[src/rtl/axis_frame_gen.sv]
// axis_frame_gen: AXI-Stream test frame generator with a 32-bit data path.
// Each frame carries an incrementing byte pattern seeded by the frame index.
// Frames are separated by a programmable idle gap, and a run can be bounded
// by a frame count.
// Optional feature macro: AXIS_FRAME_GEN_SEQNUM_EN. When it is defined, the
// first beat of each frame carries the 32-bit frame index.
module axis_frame_gen #(
  parameter int LEN_WIDTH = 16,
  parameter int IFG_WIDTH = 8
) (
  input  logic                 i_clk,
  input  logic                 i_reset_n,
  input  logic                 i_enable,
  input  logic [LEN_WIDTH-1:0] i_frame_len,
  input  logic [IFG_WIDTH-1:0] i_ifg_cycles,
  input  logic [15:0]          i_frame_count,
  output logic [31:0]          m00_axis_tdata,
  output logic [3:0]           m00_axis_tkeep,
  output logic                 m00_axis_tvalid,
  input  logic                 m00_axis_tready,
  output logic                 m00_axis_tlast,
  output logic                 o_busy,
  output logic                 o_done,
  output logic [31:0]          o_frames_sent
);

  typedef enum logic [1:0] {
    IDLE = 2'd0,
    SEND = 2'd1,
    GAP  = 2'd2,
    DONE = 2'd3
  } state_t;

  state_t               state;
  state_t               state_next;
  logic [1:0]           rst_sync;
  logic                 run_ok;
  logic [LEN_WIDTH-1:0] byte_idx;
  logic [LEN_WIDTH-1:0] byte_idx_next;
  logic [LEN_WIDTH-1:0] frame_len;
  logic [LEN_WIDTH-1:0] frame_len_next;
  logic [LEN_WIDTH-1:0] len_sampled;
  logic [LEN_WIDTH-1:0] remaining;
  logic [IFG_WIDTH-1:0] gap_cnt;
  logic [IFG_WIDTH-1:0] gap_cnt_next;
  logic [31:0]          frames_sent_next;
  logic [31:0]          count_after;
  logic                 last_beat;
  logic                 beat_fire;
  logic [3:0]           keep_int;
  logic [31:0]          data_int;

  // Two-flop release synchroniser: assertion is immediate, release waits two edges
  always_ff @(posedge i_clk or negedge i_reset_n) begin
    if (!i_reset_n) begin
      rst_sync <= 2'b00;
    end else begin
      rst_sync <= {rst_sync[0], 1'b1};
    end
  end

  assign run_ok      = rst_sync[1];
  assign len_sampled = (i_frame_len == '0) ? LEN_WIDTH'(1) : i_frame_len;
  assign remaining   = frame_len - byte_idx;
  assign last_beat   = (remaining <= LEN_WIDTH'(4));
  assign beat_fire   = (state == SEND) && m00_axis_tready;
  assign count_after = o_frames_sent + 32'd1;

  // State and datapath registers; held at reset values until release is synchronised
  always_ff @(posedge i_clk or negedge i_reset_n) begin
    if (!i_reset_n) begin
      state         <= IDLE;
      byte_idx      <= '0;
      frame_len     <= LEN_WIDTH'(1);
      gap_cnt       <= '0;
      o_frames_sent <= '0;
    end else if (!run_ok) begin
      state         <= IDLE;
      byte_idx      <= '0;
      frame_len     <= LEN_WIDTH'(1);
      gap_cnt       <= '0;
      o_frames_sent <= '0;
    end else begin
      state         <= state_next;
      byte_idx      <= byte_idx_next;
      frame_len     <= frame_len_next;
      gap_cnt       <= gap_cnt_next;
      o_frames_sent <= frames_sent_next;
    end
  end

  // Next-state logic: frame start, beat advance, end-of-frame decision and gap countdown
  always_comb begin
    state_next       = state;
    byte_idx_next    = byte_idx;
    frame_len_next   = frame_len;
    gap_cnt_next     = gap_cnt;
    frames_sent_next = o_frames_sent;
    case (state)
      IDLE: begin
        if (i_enable) begin
          state_next     = SEND;
          byte_idx_next  = '0;
          frame_len_next = len_sampled;
        end
      end
      SEND: begin
        if (beat_fire) begin
          if (last_beat) begin
            frames_sent_next = count_after;
            byte_idx_next    = '0;
            if ((i_frame_count != 16'd0) && (count_after == {16'd0, i_frame_count})) begin
              state_next = DONE;
            end else if (!i_enable) begin
              state_next = IDLE;
            end else if (i_ifg_cycles == '0) begin
              state_next     = SEND;
              frame_len_next = len_sampled;
            end else begin
              state_next   = GAP;
              gap_cnt_next = i_ifg_cycles;
            end
          end else begin
            byte_idx_next = byte_idx + LEN_WIDTH'(4);
          end
        end
      end
      GAP: begin
        if (gap_cnt <= IFG_WIDTH'(1)) begin
          gap_cnt_next = '0;
          if (i_enable) begin
            state_next     = SEND;
            byte_idx_next  = '0;
            frame_len_next = len_sampled;
          end else begin
            state_next = IDLE;
          end
        end else begin
          gap_cnt_next = gap_cnt - IFG_WIDTH'(1);
        end
      end
      DONE: begin
        if (!i_enable) begin
          state_next = IDLE;
        end
      end
      default: begin
        state_next = IDLE;
      end
    endcase
  end

  // Stream outputs derived from registered state, so they stay stable during a stall
  always_comb begin
    keep_int        = 4'b0000;
    data_int        = '0;
    m00_axis_tvalid = 1'b0;
    m00_axis_tlast  = 1'b0;
    if (state == SEND) begin
      m00_axis_tvalid = 1'b1;
      m00_axis_tlast  = last_beat;
      if (last_beat) begin
        case (remaining[1:0])
          2'd1:    keep_int = 4'b0001;
          2'd2:    keep_int = 4'b0011;
          2'd3:    keep_int = 4'b0111;
          default: keep_int = 4'b1111;
        endcase
      end else begin
        keep_int = 4'b1111;
      end
      for (int lane = 0; lane < 4; lane++) begin
        if (keep_int[lane]) begin
          data_int[lane*8 +: 8] = o_frames_sent[7:0] + byte_idx[7:0] + 8'(lane);
        end
      end
`ifdef AXIS_FRAME_GEN_SEQNUM_EN
      if (byte_idx == '0) begin
        data_int = o_frames_sent & {{8{keep_int[3]}}, {8{keep_int[2]}},
                                    {8{keep_int[1]}}, {8{keep_int[0]}}};
      end
`endif
    end
    m00_axis_tkeep = keep_int;
    m00_axis_tdata = data_int;
  end

  assign o_busy = (state == SEND) || (state == GAP);
  assign o_done = (state == DONE);

endmodule

[config.mk]
export PLATFORM = sky130hd
export DESIGN_NAME = axis_frame_gen
export DESIGN_NICKNAME = d
export VERILOG_FILES = /design/src/rtl/axis_frame_gen.sv
export SDC_FILE = /design/constraint.sdc
export NUM_CORES = 1
export LEC_CHECK = 0
export CORE_UTILIZATION = 25
export CTS_CLUSTER_SIZE = 10
export DETAILED_ROUTE_END_ITERATION = 12
export PLACE_DENSITY = 0.42
export SLEW_MARGIN = 25
export SYNTH_ARGS = -nofsm -noshare
export SYNTH_HDL_FRONTEND = slang
export SYNTH_SLANG_ARGS = --single-unit
[constraint.sdc]
create_clock -name i_clk -period 13.4 [get_ports i_clk]
set_clock_uncertainty 0.15 [all_clocks]
set_input_delay 4.02 -clock i_clk [delete_from_list [all_inputs] [get_ports i_clk]]
set_output_delay 4.02 -clock i_clk [all_outputs]
set_load 0.1 [all_outputs]
==> results of run 1 <==
[per-layer routing]
metal | GRT usage [%] | up-vias | wire length [um]
met5 | 0 | - | 0
li1 | - | 3166 | -
met2 | 26.3 | 184 | 10400
met4 | 3.95 | 0 | 405
met3 | 3.43 | 28 | 1070
met1 | 22.3 | 3052 | 10900
[worst paths after layout]
check	endpoint	slack (ns)	cells past startpoint
worst min register to register	rst_sync[1]	0.19	0
worst min-delay path	rst_sync[1]	0.19	0
min in group asynchronous	o_frames_sent[4]	3.40	1
max in group asynchronous	rst_sync[1]	8.60	2
worst max register to register	frame_len[12]	8.99	10
worst max-delay path	m00_axis_tdata[11]	4.27	11
[flip-flops by register name, indices dropped and copies added, names as in the netlist]
signal         flops
byte_idx          14
frame_len         16
gap_cnt            8
o_frames_sent     32
rst_sync           2
state              2
[cell usage in the layout, fill, tap and decap left out, types with 9 or more instances in the layout]
cell             count
nor2_1              62
nand2b_1            32
clkbuf_16            9
a221o_1             14
o21ai_0             19
mux2i_1             22
inv_1               39
a21oi_1             33
xor2_1              13
o31ai_1             12
and3_1              21
nor3_1              23
o211ai_1            15
and2_1              25
nor2b_1              9
nor4_1              16
nand3_1             33
xnor2_1             45
nand4_1             18
ha_1                32
clkdlybuf4s50_1    114
nand2_1             72
dfrtp_1             72
[cell families (layout without fill, tap and decap cells)]
kind of cell / after synthesis / in the layout / synth area share (%)
AND/OR/NAND/NOR: 376 / 376 / 31.3
AO/OA/AOI/OAI: 171 / 171 / 19.6
buffers and inverters: 81 / 177 / 5.34
flip-flops: 74 / 74 / 27.0
XOR/XNOR: 58 / 58 / 7.40
adder cells (fa/ha/maj): 33 / 33 / 6.00
multiplexers: 22 / 22 / 3.21
other: 2 / 2 / 0.109
[power by group]
group | internal, mW | switching (mW) | total [mW]
sequential | 0.236 | 0.0133 | 0.250
clock | 0.164 | 0.104 | 0.268
combinational | 0.123 | 0.232 | 0.355
total | 0.524 | 0.349 | 0.873
[cell type report]
cell class	instances	area, um^2
Clock buffer	12	236
Clock inverter	4	76.3
Fill cell	2840	18400
Inverter	39	146
Multi-Input combinational cell	662	4640
Timing Repair Buffer	122	1200
Tap cell	341	427
Sequential cell	74	1850
[worst reg2reg max path: cells and delay by family, from the launching register on]
family                     cells  cell delay (ns)
AOI/OAI and AO/OA              3             0.87
xor gates and xnor gates       1             0.31
adders and majority gates      1             0.51
DFF                            1             0.69
and+or+nand+nor                5             1.79
[through the flow]
stage	hold WS, ns	total power, mW	setup slack, ns	cells
CTS	0.188	0.881	4.21	1254
floorplan	0.181	0.512	3.92	817
global route	0.198	0.922	3.86	1254
global placement	0.183	0.614	4.59	1238
detailed placement	0.185	0.608	4.59	1238
finish	0.186	0.873	4.27	1254
==> metrics.txt, run 1 <==
status completed; GPL Wtd Cong a little under 0.9; Post-Route Utilization 31.9%; clk slew on worst S/H paths 0.06 ns; DRC 0; syn_area_per_cell around 8.4 um^2; Vias approximately 6,400; final setup fails 0; slowest cell delay on critical path between 1 and 1.5 ns; Total GRT Usage approximately 16%; synth warn 0; max_cap viols 0; Slew headroom approximately a third; Commonest cells post-synth dfrtp_1, nand2_1, nor2_1; number of synthesized flops with an enable pin 0; DP HPWL 17,000 um; Worst Tran Pin Value 1.02 ns; crit path kind flop to output port; Post-CTS Setup Bufs 0; post-synthesis sequential area ratio between 20% and 30%; cell area after synthesis just under 7000 um^2; Post-Route Setup TNS 0 ns; Crit path arrival time ~5.0 ns; number of I/O port buffers between 100 and 150; FP Rows 60; Die Ht 168 um; drt initial violations about 350; placed inst area 8270 um^2; Fin. Hold Viols 0; post-route antenna net violation count 0; required time of the worst setup path 9.23 ns; unique cell type count in the Yosys netlist between 80 and 90; synthesis-to-layout area growth 25.1%; CTS Buffer Depth 2; RSZ-0062 raised after global routing false; Final min period a little over 9 ns; hold path startpoint rst_sync[0]; vias in the first global route 6,308; Die Width 168 um; CTS root buf clkbuf_16; final WL between 20,000 and 25,000 um; CTS tree done; Worst setup SP type flop; post-route cell area approximately 8600 um^2; kind of cell adding the most delay to the critical path compound AO/OA/AOI/OAI gates; Mapped Cells just over 800; Buf/Inv on CP 2; # nets final 984; Clock Sinks between 70 and 80; Worst Path Max Fanout 10; share of layout cells above drive strength 1 under 10%; Synth Flop Type dfrtp_1; core area roughly 27,000 um^2; Ports 116; Clk Latency, worst-skew pair roughly 0.35 ns; largest cells by area after synthesis dfrtp_1, ha_1, xnor2_1; initial core utilization between 20% and 30%; initial antenna violation count 0; largest net degree at the start of global routing 61; ANT cells 0; pwr/cell area approximately 100 nW/um^2; CP most frequent cell a21oi_1; Synth area leader dfrtp_1; Vias/cell a little over 5; most frequent cell after synthesis dfrtp_1; CP max stage cell clkdlybuf4s50_1; Leak 3.37 nW; ys async rst share 100%; worst min path class flop to flop; total gr overflow 0; Hold Buf Count CTS 0; Synth Register Bits 74; crit end category output port; first drt pass iteration count 5; clock buffers created by TritonCTS 9; worst r2r src o_frames_sent[0]; first-pass GRT wire length 36,100 um; Tcrit/Tclk final roughly two thirds; wire length per cell 18.1 um; Setup crit start byte_idx[6]; share of the synthesized area in the top cell type approximately a quarter; Pins Over Slew Limit 0; PostCTS Resize Cnt 0; Max Clock Freq between 0.1 and 0.15 GHz; # H-tree levels 3; Max rail drop VDD around 0.053 mV; Synth Net Count a little under 900; DIE AREA 28,100 um^2; CP Cell Sequence inv_1, ha_1, a21oi_1, o22ai_1, o21a_1, nor4_1, or2_2, a2111oi_2, a21oi_1, and2_1, clkdlybuf4s50_1
Note: power is estimated with default switching activity, not from simulation.
==> inputs of run 2 (changes only) <==
- PLACE_DENSITY: 0.42 -> 0.43
- clock period: 13.4 -> 8.3 ns (I/O delays scaled with it)
==> metrics.txt, run 2 (synthesis gave the netlist of run 1 again) <==
status completed (unchanged); first drt pass iteration count 5 (unchanged); Hold Buf Count CTS 0 (unchanged); crit end category output port (unchanged); most frequent cells in the layout clkdlybuf4s50_1, nand2_1, dfrtp_1 (unchanged); synthesis-to-layout area growth 24.9% (was 25.1%); required time of the worst setup path 5.66 ns (was 9.23 ns); Largest regs o_frames_sent x32, frame_len x16, byte_idx x14 (unchanged); Fin. Hold Viols 0 (unchanged); CTS root buf clkbuf_16 (unchanged); clk slew on worst S/H paths 0.06 ns (about the same); Hold EP rst_sync[1] (unchanged); commonest non-fill, non-tap cell in the layout clkdlybuf4s50_1 (unchanged); post-route insts no fill 1,256 (was 1,254); crit path kind flop to output port (unchanged); placed cell count 1,239 (was 1,238); Worst setup SP type flop (unchanged); Largest register FFs 32 (unchanged); Die Ht 168 um (unchanged); DRC 0 (unchanged); Ports 116 (unchanged); Post-CTS Setup Bufs 0 (unchanged); worst r2r src o_frames_sent[0] (unchanged); core area 27,000 um^2 (unchanged); vias in the first global route 6,131 (was 6,308); Vias/cell 5.19 (was 5.13); fin worst setup slack 0.652 ns (was 4.27 ns); initial core utilization 25.5% (unchanged); CP Cell Sequence inv_1, ha_1, a21oi_1, o22ai_1, o21a_1, nor4_1, or2_2, a2111oi_2, a21oi_1, and2_1, clkdlybuf4s50_1 (unchanged); CTS tree done (unchanged); Die Width 168 um (unchanged); drt initial violations 386 (was 348); # nets final 985 (was 984); kind of cell adding the most delay to the critical path compound AO/OA/AOI/OAI gates (unchanged); cells on worst reg2reg path 10 (unchanged); post-route antenna net violation count 0 (unchanged); Max rail drop VDD 0.0942 mV (was 0.0532 mV); final WL 22,300 um (was 22,800 um); Buf/Inv on CP 2 (unchanged); Final min period 7.65 ns; slowest cell delay on critical path 1.13 ns (about the same); first-pass GRT wire length 35,400 um (was 36,100 um); clock buffers created by TritonCTS 9 (unchanged); CTS Buffer Depth 2 (unchanged); r2r endpoint frame_len[6] (was frame_len[12]); initial antenna violation count 0 (unchanged); Worst R2R Setup Slack 3.90 ns (was 8.99 ns); PostCTS Resize Cnt 0 (unchanged); GPL Wtd Cong 0.895 (was 0.876); Hold Path Depth 0 (unchanged); DP Worst Slack 1.06 ns (was 4.59 ns); share of layout cells above drive strength 1 7.55% (was 7.45%); # H-tree levels 3 (unchanged); max_cap viols 0 (unchanged); Worst Tran Pin Value 1.02 ns (about the same); Tcrit/Tclk final between 90 and 100%; Biggest register o_frames_sent (unchanged); DIE AREA 28,100 um^2 (unchanged); worst min path class flop to flop (unchanged); total gr overflow 0 (unchanged); pwr/cell area 161 nW/um^2 (was 102 nW/um^2); hold slack final 0.199 ns (was 0.186 ns); Clock Sinks 74 (unchanged); Pins Over Slew Limit 0 (unchanged); DP HPWL 16,600 um (was 17,000 um); Crit path arrival time 5.01 ns (was 4.96 ns); number of I/O port buffers 115 (unchanged); Post-Route Setup TNS 0 ns (unchanged); FP Rows 60 (unchanged); Total GRT Usage 16.0% (was 16.4%); final setup fails 0 (unchanged); Slew headroom 31.8% (was 31.6%); Max Clock Freq approximately 0.13 GHz; largest net degree at the start of global routing 62 (was 61); Worst Path Max Fanout 10 (unchanged); hold path startpoint rst_sync[0] (unchanged); Leak 3.37 nW (about the same); Vias 6,519 (was 6,430); Clk Latency, worst-skew pair 0.35 ns (about the same); wire length per cell 17.8 um (was 18.1 um); CP most frequent cell a21oi_1 (unchanged); RSZ-0062 raised after global routing false (unchanged); CP max stage cell clkdlybuf4s50_1 (unchanged); Post-Route Utilization 31.8% (was 31.9%)
run 2: cell count changes in the layout (fill, tap and decap cells not counted), sizes merged:
cell / previous run / this run
diode: 0 / 1
buf: 8 / 9
clkinv: 1 / 2
bufinv: 2 / 1
clkbuf: 12 / 11
clkinvlp: 1 / 2
run 2: per-stage QoR:
| stage | power, mW | cell area [um^2] |
|---|---|---|
| after floorplan | 0.826 | 6860 |
| after global placement | 0.986 | 8280 |
| after detailed placement | 0.977 | 8280 |
| after CTS | 1.39 | 8560 |
| after global routing | 1.45 | 8560 |
| final | 1.38 | 8570 |
run 2: metal layers:
metal | track usage (%) | part of all wire, %
met1 | 22.2 | 48
met4 | 3.19 | 1.1
met5 | 0 | 0
met2 | 25.9 | 46
met3 | 2.95 | 4.0
run 2: worst max path at each step:
stage | startpoint | to | slack (ns) | cells past startpoint
floorplan | byte_idx[6] | m00_axis_tdata[18] | 0.35 | 11
CTS | byte_idx[7] | m00_axis_tdata[9] | 0.68 | 12
global route | byte_idx[6] | m00_axis_tdata[10] | 0.30 | 11
global placement | byte_idx[9] | m00_axis_tdata[27] | 0.99 | 10
finish | byte_idx[6] | m00_axis_tdata[15] | 0.65 | 11
detailed placement | byte_idx[6] | m00_axis_tdata[13] | 1.06 | 11
run 2: area by class of cell:
| class | count | area (um^2) |
|---|---|---|
| clock inverter | 5 | 55.1 |
| timing repair buffer | 123 | 1210 |
| inverter | 39 | 146 |
| clock buffer | 11 | 233 |
| antenna | 1 | 2.50 |
| multi-input combinational | 662 | 4640 |
| fill | 2785 | 18400 |
| tap | 341 | 427 |
| sequential | 74 | 1850 |
run 2: where the power goes:
| part | switching, mW | leakage, nW | internal, mW | total (mW) |
|---|---|---|---|---|
| logic | 0.370 | 2.23 | 0.200 | 0.570 |
| clock network | 0.169 | 0.136 | 0.232 | 0.401 |
| registers | 0.0222 | 1.00 | 0.382 | 0.404 |
| total | 0.561 | 3.37 | 0.814 | 1.38 |
